## config.mk

```make
export PLATFORM = sky130hd
export DESIGN_NAME = alu_flat
export DESIGN_NICKNAME = d
export VERILOG_FILES = /design/src/rtl/alu_pkg.sv /design/src/rtl/alu_if.sv /design/src/rtl/alu_mul16.sv /design/src/rtl/alu.sv /design/src/flat_wrapper.sv
export SDC_FILE = /design/constraint.sdc
export NUM_CORES = 1
export LEC_CHECK = 0
export ABC_AREA = 0
export CAP_MARGIN = 20
export CORE_MARGIN = 3
export CORE_UTILIZATION = 45
export CTS_BUF_LIST = sky130_fd_sc_hd__clkbuf_8
export DETAILED_ROUTE_END_ITERATION = 8
export SLEW_MARGIN = 25
export SYNTH_ARGS = -nofsm -noshare
export SYNTH_HDL_FRONTEND = slang
export SYNTH_SLANG_ARGS = --single-unit
```

## constraint.sdc

```tcl
create_clock -name clk -period 8.4 [get_ports clk]
set_clock_uncertainty 0.05 [all_clocks]
set_input_delay 2.52 -clock clk [delete_from_list [all_inputs] [get_ports clk]]
set_output_delay 2.52 -clock clk [all_outputs]
set_load 0.05 [all_outputs]
```

## src/rtl/alu_pkg.sv

```systemverilog
// ============================================================================
// Module      : alu_pkg
// Description : Shared opcodes, state encoding, flag indices and flag packing
//               helper for the accumulator-side ALU.
// Revision    : 1.0 - initial release
// ============================================================================
`default_nettype none

package alu_pkg;

    localparam int DATA_W = 16;

    localparam logic [3:0] OP_ADD  = 4'd0;
    localparam logic [3:0] OP_SUB  = 4'd1;
    localparam logic [3:0] OP_AND  = 4'd2;
    localparam logic [3:0] OP_OR   = 4'd3;
    localparam logic [3:0] OP_NOT  = 4'd4;
    localparam logic [3:0] OP_SHL  = 4'd5;
    localparam logic [3:0] OP_SHR  = 4'd6;
    localparam logic [3:0] OP_MPY  = 4'd7;
    localparam logic [3:0] OP_LOAD = 4'd8;

    typedef enum logic [1:0] {
        ST_IDLE = 2'd0,
        ST_EXEC = 2'd1,
        ST_MUL  = 2'd2,
        ST_WB   = 2'd3
    } alu_state_e;

    localparam int FLAG_Z = 3;
    localparam int FLAG_N = 2;
    localparam int FLAG_C = 1;
    localparam int FLAG_V = 0;

    function automatic logic [3:0] make_flags(input logic [DATA_W-1:0] res,
                                              input logic c, input logic v);
        logic [3:0] f;
        f         = '0;
        f[FLAG_Z] = (res == '0);
        f[FLAG_N] = res[DATA_W-1];
        f[FLAG_C] = c;
        f[FLAG_V] = v;
        return f;
    endfunction

endpackage

`default_nettype wire

```

## src/rtl/alu_if.sv

```systemverilog
// ============================================================================
// Module      : alu_if
// Description : Control-unit / ACC facing bundle of the ALU.
// Revision    : 1.0 - initial release
// ============================================================================
`default_nettype none

interface alu_if;
    import alu_pkg::*;

    logic              alu_start;
    logic [3:0]        alu_op;
    logic [DATA_W-1:0] acc_data;
    logic [DATA_W-1:0] mbr2alu;
    logic [DATA_W-1:0] alu2acc;
    logic              acc_alu_io_rw;
    logic [DATA_W-1:0] mr_data;
    logic              alu_busy;
    logic              alu_done;
    logic [3:0]        flags;

    modport master (
        output alu_start, alu_op, acc_data, mbr2alu,
        input  alu2acc, acc_alu_io_rw, mr_data, alu_busy, alu_done, flags
    );

    modport slave (
        input  alu_start, alu_op, acc_data, mbr2alu,
        output alu2acc, acc_alu_io_rw, mr_data, alu_busy, alu_done, flags
    );

endinterface

`default_nettype wire

```

## src/rtl/alu_mul16.sv

```systemverilog
// ============================================================================
// Module      : alu_mul16
// Description : 16-step unsigned shift-add multiplier, one iteration per cycle.
// Revision    : 1.0 - initial release
// ============================================================================
`default_nettype none

module alu_mul16
    import alu_pkg::*;
(
    input  logic                clk,
    input  logic                rst_n,
    input  logic                start_i,
    input  logic [DATA_W-1:0]   a_i,
    input  logic [DATA_W-1:0]   b_i,
    output logic                done_o,
    output logic [2*DATA_W-1:0] product_o
);

    logic [2*DATA_W-1:0] prod_q;
    logic [DATA_W-1:0]   mcand_q;
    logic [4:0]          cnt_q;
    logic                run_q;

    logic [DATA_W:0]     sum_d;
    logic [2*DATA_W-1:0] prod_d;

    // Multiplier sits in the low half and is consumed LSB-first as the product shifts right
    always_comb begin
        sum_d  = {1'b0, prod_q[2*DATA_W-1:DATA_W]} + (prod_q[0] ? {1'b0, mcand_q} : '0);
        prod_d = {sum_d, prod_q[DATA_W-1:1]};
    end

    always_ff @(posedge clk or negedge rst_n) begin
        if (!rst_n) begin
            prod_q  <= '0;
            mcand_q <= '0;
            cnt_q   <= '0;
            run_q   <= 1'b0;
        end else if (start_i) begin
            prod_q  <= {{DATA_W{1'b0}}, b_i};
            mcand_q <= a_i;
            cnt_q   <= '0;
            run_q   <= 1'b1;
        end else if (run_q) begin
            prod_q <= prod_d;
            cnt_q  <= cnt_q + 5'd1;
            if (cnt_q == 5'd15) begin
                run_q <= 1'b0;
            end
        end
    end

    // Done flags the 16th iteration; product_o then already carries its result
    assign done_o    = run_q && (cnt_q == 5'd15);
    assign product_o = prod_d;

endmodule

`default_nettype wire

```

## src/rtl/alu.sv

```systemverilog
// ============================================================================
// Module      : alu
// Description : Sequential ALU feeding the ACC write port (IDLE/EXEC/MUL/WB).
// Revision    : 1.0 - initial release
// ============================================================================
`default_nettype none

module alu
    import alu_pkg::*;
(
    input  logic  clk,
    input  logic  rst_n,
    alu_if.slave  bus
);

    alu_state_e          state_q;
    logic [DATA_W-1:0]   a_q, b_q;
    logic [3:0]          op_q;
    logic [DATA_W-1:0]   alu2acc_q, mr_q;
    logic [3:0]          flags_q;
    logic                rw_q, busy_q, done_q;

    logic [DATA_W:0]     sum_d;
    logic [DATA_W-1:0]   res_d;
    logic                c_d, v_d, legal_d;
    logic                mul_start_d, mul_done;
    logic [2*DATA_W-1:0] mul_prod;

    assign mul_start_d = (state_q == ST_IDLE) && bus.alu_start && (bus.alu_op == OP_MPY);

    alu_mul16 u_mul (
        .clk       (clk),
        .rst_n     (rst_n),
        .start_i   (mul_start_d),
        .a_i       (bus.acc_data),
        .b_i       (bus.mbr2alu),
        .done_o    (mul_done),
        .product_o (mul_prod)
    );

    always_comb begin
        sum_d   = '0;
        res_d   = '0;
        c_d     = 1'b0;
        v_d     = 1'b0;
        legal_d = 1'b1;
        case (op_q)
            OP_ADD: begin
                sum_d = {1'b0, a_q} + {1'b0, b_q};
                res_d = sum_d[DATA_W-1:0];
                c_d   = sum_d[DATA_W];
                v_d   = (a_q[DATA_W-1] == b_q[DATA_W-1]) && (res_d[DATA_W-1] != a_q[DATA_W-1]);
            end
            OP_SUB: begin
                // Bit 16 of the 17-bit difference is the unsigned borrow
                sum_d = {1'b0, a_q} - {1'b0, b_q};
                res_d = sum_d[DATA_W-1:0];
                c_d   = sum_d[DATA_W];
                v_d   = (a_q[DATA_W-1] != b_q[DATA_W-1]) && (res_d[DATA_W-1] != a_q[DATA_W-1]);
            end
            OP_AND:  res_d = a_q & b_q;
            OP_OR:   res_d = a_q | b_q;
            OP_NOT:  res_d = ~a_q;
            OP_SHL: begin
                res_d = {a_q[DATA_W-2:0], 1'b0};
                c_d   = a_q[DATA_W-1];
            end
            OP_SHR: begin
                res_d = {1'b0, a_q[DATA_W-1:1]};
                c_d   = a_q[0];
            end
            OP_LOAD: res_d = b_q;
            default: legal_d = 1'b0;
        endcase
    end

    always_ff @(posedge clk or negedge rst_n) begin
        if (!rst_n) begin
            state_q   <= ST_IDLE;
            a_q       <= '0;
            b_q       <= '0;
            op_q      <= '0;
            alu2acc_q <= '0;
            mr_q      <= '0;
            flags_q   <= '0;
            rw_q      <= 1'b0;
            busy_q    <= 1'b0;
            done_q    <= 1'b0;
        end else begin
            case (state_q)
                ST_IDLE: begin
                    if (bus.alu_start) begin
                        a_q     <= bus.acc_data;
                        b_q     <= bus.mbr2alu;
                        op_q    <= bus.alu_op;
                        busy_q  <= 1'b1;
                        state_q <= (bus.alu_op == OP_MPY) ? ST_MUL : ST_EXEC;
                    end
                end
                ST_EXEC: begin
                    // Illegal opcodes still complete, but leave ACC, flags and MR alone
                    done_q  <= 1'b1;
                    state_q <= ST_WB;
                    if (legal_d) begin
                        rw_q      <= 1'b1;
                        alu2acc_q <= res_d;
                        flags_q   <= make_flags(res_d, c_d, v_d);
                    end
                end
                ST_MUL: begin
                    if (mul_done) begin
                        done_q    <= 1'b1;
                        rw_q      <= 1'b1;
                        alu2acc_q <= mul_prod[DATA_W-1:0];
                        mr_q      <= mul_prod[2*DATA_W-1:DATA_W];
                        flags_q   <= make_flags(mul_prod[DATA_W-1:0],
                                                |mul_prod[2*DATA_W-1:DATA_W], 1'b0);
                        state_q   <= ST_WB;
                    end
                end
                ST_WB: begin
                    done_q    <= 1'b0;
                    rw_q      <= 1'b0;
                    busy_q    <= 1'b0;
                    alu2acc_q <= '0;
                    state_q   <= ST_IDLE;
                end
                default: state_q <= ST_IDLE;
            endcase
        end
    end

    assign bus.alu2acc       = alu2acc_q;
    assign bus.acc_alu_io_rw = rw_q;
    assign bus.mr_data       = mr_q;
    assign bus.alu_busy      = busy_q;
    assign bus.alu_done      = done_q;
    assign bus.flags         = flags_q;

endmodule

`default_nettype wire

```

## src/flat_wrapper.sv

```systemverilog
// flat-port wrapper written by rule: the top's interface ports become plain ports
module alu_flat import alu_pkg::*;
  (clk, rst_n, bus_alu_start, bus_alu_op, bus_acc_data, bus_mbr2alu, bus_alu2acc, bus_acc_alu_io_rw, bus_mr_data, bus_alu_busy, bus_alu_done, bus_flags);
  alu_if bus_i ();
  input  logic clk;
  input  logic rst_n;
  input wire logic [$bits(bus_i.alu_start)-1:0] bus_alu_start;
  input wire logic [$bits(bus_i.alu_op)-1:0] bus_alu_op;
  input wire logic [$bits(bus_i.acc_data)-1:0] bus_acc_data;
  input wire logic [$bits(bus_i.mbr2alu)-1:0] bus_mbr2alu;
  output wire logic [$bits(bus_i.alu2acc)-1:0] bus_alu2acc;
  output wire logic [$bits(bus_i.acc_alu_io_rw)-1:0] bus_acc_alu_io_rw;
  output wire logic [$bits(bus_i.mr_data)-1:0] bus_mr_data;
  output wire logic [$bits(bus_i.alu_busy)-1:0] bus_alu_busy;
  output wire logic [$bits(bus_i.alu_done)-1:0] bus_alu_done;
  output wire logic [$bits(bus_i.flags)-1:0] bus_flags;
  assign bus_i.alu_start = bus_alu_start;
  assign bus_i.alu_op = bus_alu_op;
  assign bus_i.acc_data = bus_acc_data;
  assign bus_i.mbr2alu = bus_mbr2alu;
  assign bus_alu2acc = bus_i.alu2acc;
  assign bus_acc_alu_io_rw = bus_i.acc_alu_io_rw;
  assign bus_mr_data = bus_i.mr_data;
  assign bus_alu_busy = bus_i.alu_busy;
  assign bus_alu_done = bus_i.alu_done;
  assign bus_flags = bus_i.flags;
  alu u_core (.clk(clk), .rst_n(rst_n), .bus(bus_i));
endmodule
```

==> reports/results.md <==
• worst-path fanout max: 54
• number of iterations in the first detailed-routing pass: 7
• Root Buffer: sky130_fd_sc_hd__clkbuf_8
• Hold-fix buffers, CTS: 0
• share of total power consumed by net switching: 51.3%
• share of total power in the clock network: 11.6%
• Post-Layout Cell Count: 1334
• post-route fraction of the period consumed by the critical path: 52.3%
• total core area: 20400 sq um
• Synth warnings: 0
• Power Internal: 2.45 mW
• routability cong.: 0.890
• Max-Slew Margin vs Limit: 33.6%
• data arrival time of the critical path: 4.69 ns
• # fillers: 1939
• leading post-synthesis cells by instance count: sky130_fd_sc_hd__dfrtp_1, sky130_fd_sc_hd__nor2_1, sky130_fd_sc_hd__nand2_1
• critical path data required time: 8.69 ns
• category of the critical setup timing path: primary input to flip-flop
• number of port buffers: 77
• wire length of the first global-routing pass: 42.6 mm
• Post-route DRC: 0
• IR Drop Worst-Case VDD: 0.000169 V
• share of synthesized flip-flops with an asynchronous set or reset: 100%
• Mapped Nets: 1118
• DR vias/cell: 5.82
• number of sinks on the clock net: 131
• # Post-CTS Setup Buffers: 0
• post-layout net count: 1167
• grt total ovfl: 0
• height of the die: 150 um
• part of the total power dissipated in combinational logic: 63.4%
• # diodes: 0
• CTS tree: done
• Critical Path Max Stage Delay: 0.55 ns
• top cells by area in the synthesized netlist: sky130_fd_sc_hd__dfrtp_1, sky130_fd_sc_hd__ha_1, sky130_fd_sc_hd__mux2_2, sky130_fd_sc_hd__o21ai_0, sky130_fd_sc_hd__mux2i_1
• clock-pin slew on the worst setup and hold paths: 0.09 ns
• hold violation total from the final report: 0
• synthesis-to-finish area growth: 14.4%
• capturing element type of the critical path: flip-flop
• total placed cells including tap cells: 1302
• fin crit period: 4.39 ns
• RSZ-0062 raised after global routing: no
• most instantiated library cell after synthesis: sky130_fd_sc_hd__dfrtp_1
• Setup crit start kind: primary input
• dominant register cell in the synthesized netlist: sky130_fd_sc_hd__dfrtp_1
• Post-synth EDFFs: 0
• final worst setup slack: 4.01 ns
• switching power: 2.58 mW
• iteration-0 DRC count of the detailed router: 640
• Post-Syn Area: 9390 sq um
• cts bufs inserted: 17
• largest net degree at the start of global routing: 84
• critical-path cell list: clkdlybuf4s50_1, and4b_1, and3_2, buf_4, mux2_2
• mean post-synth cell area: 9.38 sq um
• via count of the first global-routing pass: 7608
• maximum root-to-sink buffer count: 2
• Tightest Pin Transition: 0.997 ns
• Mapped Cells: 1002
• PwrDens: 467 nW/um^2
• horizontal die dimension: 150 um
• total number of H-tree levels: 4
• post-synth top area cell: sky130_fd_sc_hd__dfrtp_1
• remaining antenna violation count: 0
• overall fraction of global-route tracks in use: 24.3%
• average wire length per cell after detail routing: 20.0 um
• proportion of synthesized chip area in sequential cells: 34.9%
• post-place setup slack: 3.50 ns
• leakage power: 4.64 nW
• layout cell share with drive strength beyond 1: 12.9%
• path class of the lowest-slack min-delay path: flip-flop to flip-flop
• count of final setup violators: 0
• fmax: 0.228 GHz
• Area after DPL: 10300 sq um
• number of top-level pins: 78
• Row Count: 52
• initial core utilization: 46.1%
• TNS Setup: 0 ns
• top-area cell type share of the netlist area: 34.9%
• Die ar.: 22600 sq um
• via total after detailed routing: 7766
• worst-path cell with the longest stage delay: sky130_fd_sc_hd__buf_4
• total non-filler cell area in the finished layout: 10800 sq um
• count of unique library cells instantiated by Yosys: 85
• outcome: finished, final reports clean
• sequential cell fraction of total power: 24.9%
• Tot Pwr: 5.02 mW
• post-detail-place hpwl: 19.8 mm
• clock latency reported for the late side of the worst-skew pair: 0.47 ns
• number of slew-limit violations in the final report: 0
• # resized after CTS: 0
• antenna violations before repair: 0
• FF+latch count, synth: 131
• max cap viols: 0
• final WL: 26.7 mm
[cells by family after synthesis]
family	after synthesis	share of synthesized area (%)
DFF	131	34.9
buffers and inverters	117	5.41
adders and majority gates	77	10.5
muxes	97	11.3
AOI/OAI and AO/OA	284	20.8
xor gates and xnor gates	21	1.96
and+or+nand+nor	275	15.2
[layer usage]
layer,vias to the layer above,global-route usage [%],wire length (um)
met2,226,38.8,12700
li1,3766,-,-
met5,-,0,0
met1,3743,33.4,12200
met3,31,4.55,1310
met4,0,7.59,575
[through the flow]
step	hold WS, ns	util [%]
global placement	0.421	50.6
floorplan	0.422	-
global route	0.465	52.8
detailed placement	0.424	50.7
CTS	0.446	52.8
finish	0.439	52.8
[cell usage in the layout (no fill, tap or decap), drive strengths merged, types with 15 or more instances in the layout]
master         Yosys  routed
o21ai             67      67
nor2              76      76
nand2             75      75
a21oi             63      63
clkbuf            33      17
ha                74      74
nor3              15      15
and2              21      21
mux2              64      64
a31oi             15      15
clkdlybuf4s50      0      76
mux2i             32      32
dfrtp            131     131
inv               60      68
[area by class of cell]
cell class / instances / area (sq um) / area share, %
Clock buffer: 17 / 234 / 2.18
Timing Repair Buffer: 87 / 847 / 7.88
Tap cell: 270 / 338 / 3.14
Multi-Input combinational cell: 754 / 5630 / 52.4
Clock inverter: 15 / 193 / 1.79
Inverter: 60 / 225 / 2.09
Sequential cell: 131 / 3280 / 30.5
[worst max-delay path, delay by kind of cell]
kind	cells	cell delay, ns
buffers and inverters	2	1.02
AND/OR/NAND/NOR	2	0.73
multiplexers	1	0.40
[power by group through the flow]
| stage | clock network (mW) | logic, mW | registers [mW] |
|---|---|---|---|
| finish | 0.585 | 3.18 | 1.25 |
| global route | 0.634 | 3.50 | 1.29 |
| detailed placement | 0 | 3.16 | 1.25 |
| floorplan | 0 | 2.27 | 1.27 |
| CTS | 0.599 | 3.16 | 1.24 |
| global placement | 0 | 3.13 | 1.25 |
[path summary, 6_finish.rpt]
kind,slack [ns],from,cells after the start,endpoint
min in group asynchronous,2.04,rst_n,1,u_core.b_q[5]
max in group asynchronous,5.12,rst_n,2,u_core.bus.alu2acc[3]
setup reg to reg,4.36,u_core.u_mul.prod_q[0],12,u_core.bus.flags[1]
hold reg to reg,0.44,u_core.bus.mr_data[6],2,u_core.bus.mr_data[6]
hold / removal,0.44,u_core.bus.mr_data[6],2,u_core.bus.mr_data[6]
setup / recovery,4.01,bus_alu_op[1],5,u_core.u_mul.mcand_q[0]
[flip-flops by register name (all words and copies together), names as in the netlist, 2 cells and up]
register / count
u_core.u_mul.prod_q: 32
u_core.bus.alu2acc: 16
u_core.state_q: 2
u_core.u_mul.cnt_q: 5
u_core.b_q: 16
u_core.bus.flags: 4
u_core.u_mul.mcand_q: 16
u_core.op_q: 4
u_core.bus.mr_data: 16
u_core.a_q: 16
No activity file was read; power rests on OpenSTA's default activity.
